==> src/rtl/panel_pkg.sv <==
// Shared definitions for the panel power sequencer.
//   state_t      : sequencer state encoding (OFF=0 ... DN_SIG=7, 3 bits)
//   RATE_*       : frame-rate request codes, shared with pattern selection
//   DEF_*        : default timing constants (ms) and clock rate
//   is_busy()    : state -> oBUSY decode
//   rate_to_sel(): rate code -> DCLK source select (1 = 7 MHz)
package panel_pkg;

  typedef enum logic [2:0] {
    ST_OFF     = 3'd0,
    ST_PWR_UP  = 3'd1,
    ST_SIG_UP  = 3'd2,
    ST_ON      = 3'd3,
    ST_RATE_BL = 3'd4,
    ST_RATE_SW = 3'd5,
    ST_DN_BL   = 3'd6,
    ST_DN_SIG  = 3'd7
  } state_t;

  localparam logic [1:0] RATE_60HZ = 2'd0;
  localparam logic [1:0] RATE_50HZ = 2'd1;

  localparam int DEF_TICKS_PER_MS = 16000;
  localparam int DEF_T_VDD_MS     = 10;
  localparam int DEF_T_SIG_MS     = 200;
  localparam int DEF_T_BLOFF_MS   = 10;
  localparam int DEF_T_SIGOFF_MS  = 50;
  localparam int DEF_T_SWITCH_MS  = 20;

  // Width of the millisecond counter; every T parameter must be 1..255.
  localparam int MS_W = 8;

  function automatic logic is_busy(input state_t s);
    return !(s == ST_OFF || s == ST_ON);
  endfunction

  // Only the 50 Hz code selects the 7 MHz source; unknown codes fall back to 60 Hz.
  function automatic logic rate_to_sel(input logic [1:0] rate);
    return (rate == RATE_50HZ);
  endfunction

endpackage

==> src/rtl/panel_ms_timer.sv <==
// Millisecond interval timer: a prescaler dividing iCLK_PLL16 down to 1 ms
// and an 8-bit ms counter.
//   iCLK_PLL16 in  sequencer clock
//   iRESET     in  asynchronous active-low reset
//   clear      in  restart the interval (asserted on the state-entry edge)
//   t_ms       in  interval length in ms, 1..255
//   done       out high during the last cycle of a t_ms interval
module panel_ms_timer
  import panel_pkg::*;
#(
  parameter int TICKS_PER_MS = DEF_TICKS_PER_MS
) (
  input  logic            iCLK_PLL16,
  input  logic            iRESET,
  input  logic            clear,
  input  logic [MS_W-1:0] t_ms,
  output logic            done
);

  localparam int              PRE_W    = (TICKS_PER_MS > 1) ? $clog2(TICKS_PER_MS) : 1;
  localparam logic [PRE_W-1:0] PRE_LAST = PRE_W'(TICKS_PER_MS - 1);

  logic [PRE_W-1:0] pre_q, pre_d;
  logic [MS_W-1:0]  ms_q, ms_d;
  logic             pre_wrap;

  // NOTE: every variable assigned here gets a default first, so no path
  // leaves it unassigned and no latch is inferred.
  always_comb begin
    pre_wrap = (pre_q == PRE_LAST);
    pre_d    = pre_q + 1'b1;
    ms_d     = ms_q;
    if (clear) begin
      pre_d = '0;
      ms_d  = '0;
    end else if (pre_wrap) begin
      pre_d = '0;
      ms_d  = ms_q + 1'b1;
    end
  end

  // NOTE: sequential state uses non-blocking assignments so all flops
  // sample pre-edge values regardless of statement order.
  always_ff @(posedge iCLK_PLL16 or negedge iRESET) begin
    if (!iRESET) begin
      pre_q <= '0;
      ms_q  <= '0;
    end else begin
      pre_q <= pre_d;
      ms_q  <= ms_d;
    end
  end

  // done is independent of clear, so the FSM can use it to pick the next
  // state without forming a combinational loop.
  assign done = pre_wrap && (ms_q == t_ms - 1'b1);

endmodule

==> src/rtl/panel_power_seq.sv <==
// Panel power-on/off and frame-rate-switch sequencer (iCLK_PLL16 domain).
//   iENABLE, iPLL_LOCKED, iFRAME_RATE : asynchronous requests, synchronised here
//   oVDD_EN  panel supply enable       oSIG_EN  RGB/sync/DCLK output gate
//   oBL_EN   backlight enable          oSTB     copy of oSIG_EN
//   oCLK_SEL DCLK source (0 = 8 MHz, 1 = 7 MHz), only changed while blanked
//   oBUSY    high in every state except OFF and ON
// All outputs are registered and update on the same edge as the state.
module panel_power_seq
  import panel_pkg::*;
#(
  parameter int TICKS_PER_MS = DEF_TICKS_PER_MS,
  parameter int T_VDD_MS     = DEF_T_VDD_MS,
  parameter int T_SIG_MS     = DEF_T_SIG_MS,
  parameter int T_BLOFF_MS   = DEF_T_BLOFF_MS,
  parameter int T_SIGOFF_MS  = DEF_T_SIGOFF_MS,
  parameter int T_SWITCH_MS  = DEF_T_SWITCH_MS
) (
  input  logic       iCLK_PLL16,
  input  logic       iRESET,
  input  logic       iENABLE,
  input  logic       iPLL_LOCKED,
  input  logic [1:0] iFRAME_RATE,
  output logic       oVDD_EN,
  output logic       oSIG_EN,
  output logic       oBL_EN,
  output logic       oSTB,
  output logic       oCLK_SEL,
  output logic       oBUSY
);

  logic       en_meta_q, en_meta_d, en_sync_q, en_sync_d;
  logic       lock_meta_q, lock_meta_d, lock_sync_q, lock_sync_d;
  logic [1:0] rate_meta_q, rate_meta_d, rate_sync_q, rate_sync_d;
  logic [1:0] rate_hist_q, rate_hist_d, rate_acc_q, rate_acc_d;
  state_t     state_q, state_d;
  logic       vdd_q, vdd_d, sig_q, sig_d, bl_q, bl_d;
  logic       clk_sel_q, clk_sel_d, busy_q, busy_d;

  logic            go, req_sel, tmr_clear, tmr_done;
  logic [MS_W-1:0] tmr_t;

  // Synchronisers, plus a two-sample stability filter on the rate code:
  // a new code is accepted only once two consecutive synchronised samples
  // agree, and it is visible to the FSM in the same cycle it is accepted.
  always_comb begin
    en_meta_d   = iENABLE;
    en_sync_d   = en_meta_q;
    lock_meta_d = iPLL_LOCKED;
    lock_sync_d = lock_meta_q;
    rate_meta_d = iFRAME_RATE;
    rate_sync_d = rate_meta_q;
    rate_hist_d = rate_sync_q;
    rate_acc_d  = (rate_sync_q == rate_hist_q) ? rate_sync_q : rate_acc_q;
  end

  assign go      = en_sync_q & lock_sync_q;
  assign req_sel = rate_to_sel(rate_acc_d);

  always_comb begin
    tmr_t = MS_W'(1);
    case (state_q)
      ST_PWR_UP:             tmr_t = MS_W'(T_VDD_MS);
      ST_SIG_UP:             tmr_t = MS_W'(T_SIG_MS);
      ST_RATE_BL, ST_DN_BL:  tmr_t = MS_W'(T_BLOFF_MS);
      ST_RATE_SW:            tmr_t = MS_W'(T_SWITCH_MS);
      ST_DN_SIG:             tmr_t = MS_W'(T_SIGOFF_MS);
      default:               tmr_t = MS_W'(1);
    endcase
  end

  // Restart the interval on every state change so each timed state lasts
  // exactly T ms from its entry edge.
  assign tmr_clear = (state_d != state_q);

  panel_ms_timer #(
    .TICKS_PER_MS (TICKS_PER_MS)
  ) u_timer (
    .iCLK_PLL16 (iCLK_PLL16),
    .iRESET     (iRESET),
    .clear      (tmr_clear),
    .t_ms       (tmr_t),
    .done       (tmr_done)
  );

  // Next state. Losing go wins over a pending rate change; the two
  // power-down states ignore go until they reach OFF.
  always_comb begin
    state_d = state_q;
    unique case (state_q)
      ST_OFF:     if (go) state_d = ST_PWR_UP;
      ST_PWR_UP:  if (!go) state_d = ST_DN_SIG;
                  else if (tmr_done) state_d = ST_SIG_UP;
      ST_SIG_UP:  if (!go) state_d = ST_DN_BL;
                  else if (tmr_done) state_d = ST_ON;
      ST_ON:      if (!go) state_d = ST_DN_BL;
                  else if (req_sel != clk_sel_q) state_d = ST_RATE_BL;
      ST_RATE_BL: if (!go) state_d = ST_DN_BL;
                  else if (tmr_done) state_d = ST_RATE_SW;
      ST_RATE_SW: if (!go) state_d = ST_DN_SIG;
                  else if (tmr_done) state_d = ST_SIG_UP;
      ST_DN_BL:   if (tmr_done) state_d = ST_DN_SIG;
      ST_DN_SIG:  if (tmr_done) state_d = ST_OFF;
      default:    state_d = ST_OFF;
    endcase
  end

  // Outputs decoded from the next state and registered alongside it.
  always_comb begin
    vdd_d     = vdd_q;
    sig_d     = sig_q;
    bl_d      = bl_q;
    clk_sel_d = clk_sel_q;
    busy_d    = is_busy(state_d);
    unique case (state_d)
      ST_OFF:                 begin vdd_d = 1'b0; sig_d = 1'b0; bl_d = 1'b0; end
      ST_PWR_UP, ST_RATE_SW,
      ST_DN_SIG:              begin vdd_d = 1'b1; sig_d = 1'b0; bl_d = 1'b0; end
      ST_SIG_UP, ST_RATE_BL:  begin vdd_d = 1'b1; sig_d = 1'b1; bl_d = 1'b0; end
      ST_ON:                  begin vdd_d = 1'b1; sig_d = 1'b1; bl_d = 1'b1; end
      ST_DN_BL:               bl_d = 1'b0;
      default:                begin vdd_d = 1'b0; sig_d = 1'b0; bl_d = 1'b0; end
    endcase
    // The select moves only while the signal outputs are (or become) blanked:
    // continuously in OFF, and once on the edge entering RATE_SW.
    if (state_q == ST_OFF)
      clk_sel_d = req_sel;
    if (state_d == ST_RATE_SW && state_q != ST_RATE_SW)
      clk_sel_d = req_sel;
  end

  always_ff @(posedge iCLK_PLL16 or negedge iRESET) begin
    if (!iRESET) begin
      en_meta_q   <= 1'b0;
      en_sync_q   <= 1'b0;
      lock_meta_q <= 1'b0;
      lock_sync_q <= 1'b0;
      rate_meta_q <= RATE_60HZ;
      rate_sync_q <= RATE_60HZ;
      rate_hist_q <= RATE_60HZ;
      rate_acc_q  <= RATE_60HZ;
      state_q     <= ST_OFF;
      vdd_q       <= 1'b0;
      sig_q       <= 1'b0;
      bl_q        <= 1'b0;
      clk_sel_q   <= 1'b0;
      busy_q      <= 1'b0;
    end else begin
      en_meta_q   <= en_meta_d;
      en_sync_q   <= en_sync_d;
      lock_meta_q <= lock_meta_d;
      lock_sync_q <= lock_sync_d;
      rate_meta_q <= rate_meta_d;
      rate_sync_q <= rate_sync_d;
      rate_hist_q <= rate_hist_d;
      rate_acc_q  <= rate_acc_d;
      state_q     <= state_d;
      vdd_q       <= vdd_d;
      sig_q       <= sig_d;
      bl_q        <= bl_d;
      clk_sel_q   <= clk_sel_d;
      busy_q      <= busy_d;
    end
  end

  assign oVDD_EN  = vdd_q;
  assign oSIG_EN  = sig_q;
  assign oSTB     = sig_q;
  assign oBL_EN   = bl_q;
  assign oCLK_SEL = clk_sel_q;
  assign oBUSY    = busy_q;

endmodule

==> config.mk <==
export PLATFORM = sky130hd
export DESIGN_NAME = panel_power_seq
export DESIGN_NICKNAME = d
export VERILOG_FILES = /design/src/rtl/panel_pkg.sv /design/src/rtl/panel_ms_timer.sv /design/src/rtl/panel_power_seq.sv
export SDC_FILE = /design/constraint.sdc
export NUM_CORES = 1
export LEC_CHECK = 0
export CORE_MARGIN = 3
export CORE_UTILIZATION = 48
export CTS_BUF_LIST = sky130_fd_sc_hd__clkbuf_16
export DETAILED_ROUTE_END_ITERATION = 10
export GPL_TIMING_DRIVEN = 1
export PLACE_DENSITY = 0.68
export SLEW_MARGIN = 10
export SYNTH_ARGS = -nofsm -noshare
export SYNTH_HDL_FRONTEND = slang
export SYNTH_SLANG_ARGS = --single-unit
==> constraint.sdc <==
create_clock -name iCLK_PLL16 -period 2.9 [get_ports iCLK_PLL16]
set_input_delay 0.58 -clock iCLK_PLL16 [delete_from_list [all_inputs] [get_ports iCLK_PLL16]]
set_output_delay 0.58 -clock iCLK_PLL16 [all_outputs]
set_load 0.02 [all_outputs]
==> results of run 1 <==
## cell usage in the layout, fill, tap and decap left out, drive strengths merged, types with 7 or more instances in the layout
cell and instances:
xnor2 11, dfrtp 42, inv 8, nand2 16, buf 10, o21ai 7, a21oi 7, nor2 43
clkdlybuf4s50 10, nand3 9, xor2 11
## worst max-delay path, cell delays in order, from the launching register on
cell      delay, ns
dfrtp_1        0.60
nand2b_1       0.21
o221ai_1       0.12
a211oi_1       0.31
a211oi_2       0.12
buf_4          0.18
a31o_2         0.24
or4b_1         0.46
a22o_1         0.19
## worst max path at each step
stage / to / slack, ns / cells after the start
after floorplan: oVDD_EN / 0.50 / 6
after global placement: oVDD_EN / 0.45 / 8
after detailed placement: oCLK_SEL / 0.41 / 8
after CTS: oVDD_EN / 0.38 / 8
after global routing: oVDD_EN / 0.17 / 7
final: oVDD_EN / 0.38 / 8
## final cells by class
class | instances | area, µm² | share of cell area [%]
clock inverters | 3 | 26.3 | 1.03
repair buffers | 20 | 173 | 6.76
inverters | 5 | 18.8 | 0.735
clock buffers | 5 | 125 | 4.90
flip-flops and latches | 42 | 1050 | 41.2
multi-input cells | 176 | 1090 | 42.9
well taps | 52 | 65.1 | 2.55
## metal layers
metal | up-vias | GRT usage [%] | part of all wire, %
met1 | 761 | 21.7 | 49
met3 | 6 | 3.42 | 3.8
met5 | - | 0 | 0
met2 | 34 | 27.6 | 46
li1 | 845 | - | -
met4 | 0 | 6.24 | 1.5
## registers in the layout (all words and copies together), names as in the netlist, 2 cells and up
name / flops
rate_hist_q: 2
u_timer.pre_q: 14
rate_hist_d: 2
rate_meta_q: 2
u_timer.ms_q: 8
state_q: 3
rate_acc_q: 2
## power by group through the flow
stage / logic, mW / registers (mW) / clock network, mW
3_3_place_gp: 0.252 / 0.739 / 0
3_5_place_dp: 0.252 / 0.742 / 0
2_1_floorplan: 0.201 / 0.716 / 0
6_report: 0.251 / 0.732 / 0.565
5_1_grt: 0.293 / 0.741 / 0.605
4_1_cts: 0.254 / 0.732 / 0.582
## cells by family after synthesis
| group | Yosys count |
|---|---|
| flip-flops | 42 |
| multiplexers | 2 |
| XOR/XNOR | 22 |
| AO/OA/AOI/OAI | 44 |
| buffers and inverters | 14 |
| AND/OR/NAND/NOR | 106 |
| adder cells (fa/ha/maj) | 2 |
## through the flow
step / power (mW) / hold WS (ns) / utilization [%] / worst slack [ns] / instances
finish: 1.55 / 0.352 / 58.2 / 0.377 / 303
global route: 1.64 / 0.356 / 58.2 / 0.175 / 303
CTS: 1.57 / 0.355 / 58.2 / 0.377 / 303
detailed placement: 0.994 / 0.339 / 54.8 / 0.406 / 295
global placement: 0.991 / 0.335 / 54.8 / 0.454 / 295
floorplan: 0.917 / 0.284 / - / 0.501 / 232
==> results.sh, run 1 <==
export IMPL_status="finished, final reports clean"
export IMPL_drc=0
export IMPL_ys_warn_count=0
export IMPL_required_ns=3.08
export IMPL_rr_endpoint="oVDD_EN"
export IMPL_gp_congestion=0.890
export IMPL_netlist_area_mm2=0.00221
export IMPL_place_area_mm2=0.00240
export IMPL_clk_latency_ns=0.28
export IMPL_drive_above_1_share_pct=11.6
export IMPL_cts_max_level=2
export IMPL_io_pins=12
export IMPL_p_sw_mw=0.449
export IMPL_p_comb_share_pct=16.2
export IMPL_reg2reg_depth=8
export IMPL_report_final_slew_viol_count=0
export IMPL_grt_max_degree=43
export IMPL_clk_path_buf_depth=2
export IMPL_routed_via_density=5.43
export IMPL_synth_area_top_cells="dfrtp_1 48%, nor2_1 7.3%, xnor2_1 4.4%, xor2_1 4.4%, nand2_1 2.6%"
export IMPL_yosysTopAreaCell="dfrtp_1"
export IMPL_p_per_area_mw_per_mm2=606
export IMPL_p_leak_nw=1.06
export IMPL_cap_violations=0
export IMPL_die_x_um=73.8
export IMPL_cts_tree="yes"
export IMPL_cts_sinks=42
export IMPL_synth_most_common_cell="nor2_1"
export IMPL_hold_start="en_meta_q"
export IMPL_yosys_most_used_dff="dfrtp_1"
export IMPL_synth_simple_area_share_pct=24.6
export IMPL_die_area_mm2=0.00544
export IMPL_rsz0062_at_grt="false"
export IMPL_synth_cell_types=50
export IMPL_hold_viol=0
export IMPL_reg2reg_from="state_q[0]"
export IMPL_num_fill_cells=385
export IMPL_syn_instance_count=232
export IMPL_async_flop_share_pct=100
export IMPL_power_frac_clock_pct=36.5
export IMPL_arrival_ns=2.70
export IMPL_n_antenna_cell=0
export IMPL_hold_class="reg2reg"
export IMPL_drtPass1Iterations=4
export IMPL_cts_resized_gates=0
export IMPL_syn_to_final_growth_pct=15.8
export IMPL_io_buffers=11
export IMPL_synth_xor_area_share_pct=8.74
export IMPL_grt_pass1_wl_mm=7.07
export IMPL_routed_via_count=1646
export IMPL_min_path_cells=0
export IMPL_cp_startpoint="state_q[0]"
export IMPL_synth_top_family_by_area="simple AND/OR/NAND/NOR gates"
export IMPL_fp_coreArea_mm2=0.00438
export IMPL_worst_slew_pin_transition_ns=0.896
export IMPL_ys_seq_area_share_pct=47.6
export IMPL_cts_buffers=5
export IMPL_nets=258
export IMPL_crit_path_end_kind="flop"
export IMPL_die_y_um=73.8
export IMPL_grt_overflow=0
export IMPL_ant_nets=0
export IMPL_track_usage_pct=16.8
export IMPL_hold_end="en_sync_q"
export IMPL_hold_buffers=0
export IMPL_synth_top_area_share_pct=47.6
export IMPL_grt_pass1_vias=1603
export IMPL_synth_edf_count=0
export IMPL_pwr_share_seq_pct=47.3
export IMPL_final_area_mm2=0.00255
export IMPL_routedWlPerCell_um=13.5
export IMPL_initial_core_util_pct=50.3
export IMPL_syn_area_per_cell_um2=9.51
export IMPL_peakVddDrop_uv=408
export IMPL_p_sw_share_pct=29.0
export IMPL_clock_skew_ns=0.00709
export IMPL_synth_compound_area_share_pct=14.2
export IMPL_path_clk_slew_ns=0.06
export IMPL_max_freq_ghz=0.396
export IMPL_tns_ns=0
export IMPL_synthMuxAreaShare_pct=0.964
export IMPL_setup_viol=0
export IMPL_synth_adder_area_share_pct=1.13
export IMPL_p_int_mw=1.10
export IMPL_synth_top_cells_by_count="43 x nor2_1, 42 x dfrtp_1, 15 x nand2_1"
export IMPL_synth_seq_cells=42
export IMPL_path_class="reg2reg"
export IMPL_drt_iter0_drc=129
export IMPL_dpl_hpwl_mm=2.96
export IMPL_fin_crit_ns=2.52
export IMPL_syn_num_nets=240
export IMPL_period_share_pct=87.0
export IMPL_post_cts_buffers=0
export IMPL_critPathLaunchType="flop"
export IMPL_cts_root_buf="clkbuf_16"
export IMPL_critical_path_max_fanout=14
export IMPL_relSlewSlack_pct=40.3
export IMPL_wirelength_mm=4.08
export IMPL_row_count=24
export IMPL_antenna_found_initial=0
export IMPL_ff2ff_setup_slack_ns=0.38
No activity file was read; power rests on OpenSTA's default activity.
==> inputs of run 2 (changes only) <==
Settings changed: CORE_MARGIN 3 to default, PLACE_DENSITY 0.68 to 0.64.
==> run 2 against run 1 <==
Against the previous run: die area decreased by 11%; non-clock buffer count decreased by 2; routed wire length increased by 1.9%; cell area decreased by 1.2%; clock skew decreased by 0.0042 ns; critical path type unchanged; largest cell class unchanged.
==> results.sh, run 2 (same netlist as run 1, synthesis figures left out) <==
export IMPL_reg_largest_list="u_timer.pre_q: 14 flops, u_timer.ms_q: 8 flops, state_q: 3 flops"
export IMPL_row_count=24
export IMPL_top_register="u_timer.pre_q"
export IMPL_fin_crit_ns=2.64
export IMPL_fp_coreArea_mm2=0.00438
export IMPL_holdWs_ns=0.348
export IMPL_grt_use_met3_pct=4.36
export IMPL_drc=0
export IMPL_critPathLaunchType="flop"
export IMPL_max_freq_ghz=0.378
export IMPL_grt_pass1_wl_mm=7.42
export IMPL_routed_via_count=1691
export IMPL_cts_tree="yes"
export IMPL_path_clk_slew_ns=0.06
export IMPL_dpl_hpwl_mm=2.92
export IMPL_pwr_share_seq_pct=48.7
export IMPL_io_buffers=11
export IMPL_routedWlPerCell_um=13.9
export IMPL_worst_path_largest_cell_delay_ns=0.61
export IMPL_final_cell_mix="43 x nor2_1, 42 x dfrtp_1, 15 x nand2_1"
export IMPL_cts_max_level=2
export IMPL_track_usage_pct=19.1
export IMPL_die_area_mm2=0.00487
export IMPL_routed_via_density=5.64
export IMPL_p_int_mw=1.08
export IMPL_clk_path_buf_depth=2
export IMPL_cts_buffers=5
export IMPL_cts_root_buf="clkbuf_16"
export IMPL_num_fill_cells=380
export IMPL_io_pins=12
export IMPL_wirelength_mm=4.16
export IMPL_hold_viol=0
export IMPL_period_share_pct=91.2
export IMPL_p_per_area_mw_per_mm2=594
export IMPL_p_comb_share_pct=16.8
export IMPL_grt_pass1_vias=1647
export IMPL_gp_congestion=0.908
export IMPL_cts_sinks=42
export IMPL_hold_class="reg2reg"
export IMPL_grt_max_degree=43
export IMPL_rsz0062_at_grt="false"
export IMPL_relSlewSlack_pct=37.5
export IMPL_drtPass1Iterations=4
export IMPL_status="finished, final reports clean"
export IMPL_timing_critical_path_cells="nor3b_1, o21a_1, o311ai_1, o22ai_1, a31o_2, or4b_1, a22o_1"
export IMPL_use_met2_pct=29.2
export IMPL_arrival_ns=2.81
export IMPL_post_cts_buffers=0
export IMPL_cts_resized_gates=0
export IMPL_hold_buffers=0
export IMPL_worst_slew_pin_transition_ns=0.938
export IMPL_n_antenna_cell=0
export IMPL_initial_core_util_pct=50.3
export IMPL_crit_path_end_kind="flop"
export IMPL_place_area_mm2=0.00239
export IMPL_p_sw_share_pct=28.1
export IMPL_grt_overflow=0
export IMPL_final_common_cell="nor2_1"
export IMPL_drive_above_1_share_pct=10.5
export IMPL_antenna_found_initial=0
export IMPL_path_class="reg2reg"
export IMPL_p_sw_mw=0.421
export IMPL_required_ns=3.07
export IMPL_grt_util_met1_pct=26.0
export IMPL_clk_latency_ns=0.28
export IMPL_dp_slack_ns=0.298
export IMPL_ant_nets=0
export IMPL_syn_to_final_growth_pct=14.4
export IMPL_peakVddDrop_uv=452
export IMPL_power_frac_clock_pct=34.5
export IMPL_cp_slowest_cell="o311ai_1"
export IMPL_final_area_mm2=0.00252
export IMPL_report_final_slew_viol_count=0
export IMPL_clock_skew_ns=0.00292
export IMPL_nets=256
export IMPL_cap_violations=0
export IMPL_drt_iter0_drc=165
export IMPL_setup_ws_ns=0.255
export IMPL_largest_reg_flops=14
export IMPL_die_x_um=69.8
export IMPL_p_leak_nw=1.05
export IMPL_busiest_layer="met2"
export IMPL_tns_ns=0
export IMPL_critical_path_max_fanout=7
export IMPL_die_y_um=69.8
export IMPL_setup_viol=0
## run 2: routing by layer
layer | vias up | part of all wire, % | routed length [µm]
li1 | 845 | - | -
met1 | 806 | 48 | 2000
met2 | 34 | 46 | 1930
met3 | 6 | 3.9 | 164
met4 | 0 | 1.6 | 67
met5 | - | 0 | 0
## run 2: metrics by stage
stage	instances	util (%)	power (mW)
floorplan	232	-	0.917
global placement	293	54.5	0.990
detailed placement	293	54.5	0.993
CTS	300	57.5	1.52
global route	300	57.5	1.59
finish	300	57.5	1.50
## run 2: worst paths after layout
path,from,endpoint,slack [ns],cells after the start
min,en_meta_q,en_sync_q,0.35,0
max reg2reg,rate_hist_d[0],oVDD_EN,0.26,7
max,rate_hist_d[0],oVDD_EN,0.26,7
max in group asynchronous,iRESET,rate_hist_q[0],1.87,1
min reg2reg,en_meta_q,en_sync_q,0.35,0
min in group asynchronous,iRESET,oBUSY,0.43,1
## run 2: power by group through the flow
| stage | sequential [mW] | clock [mW] | combinational, mW |
|---|---|---|---|
| 6_report | 0.730 | 0.517 | 0.252 |
| 3_5_place_dp | 0.740 | 0 | 0.253 |
| 3_3_place_gp | 0.738 | 0 | 0.253 |
| 2_1_floorplan | 0.716 | 0 | 0.201 |
| 5_1_grt | 0.739 | 0.557 | 0.292 |
| 4_1_cts | 0.730 | 0.536 | 0.255 |
## run 2: worst max-delay path, delay by kind of cell, from the launching register on
kind / cells / cell delay, ns
AO/OA/AOI/OAI: 5 / 1.45
flip-flops: 1 / 0.44
AND/OR/NAND/NOR: 2 / 0.64
## run 2: area by class of cell
type | instances | area (µm²) | area share, %
Multi-Input combinational cell | 176 | 1090 | 43.4
Clock buffer | 5 | 125 | 4.96
Clock inverter | 2 | 10.0 | 0.397
Sequential cell | 42 | 1050 | 41.7
Timing Repair Buffer | 18 | 158 | 6.25
Inverter | 5 | 18.8 | 0.744
Tap cell | 52 | 65.1 | 2.58
==> inputs of run 3 (changes only) <==
Settings changed: CAP_MARGIN from default to 20.
==> results of run 3 <==
No change in the layout: final DEF, timing and power equal those of run 2.
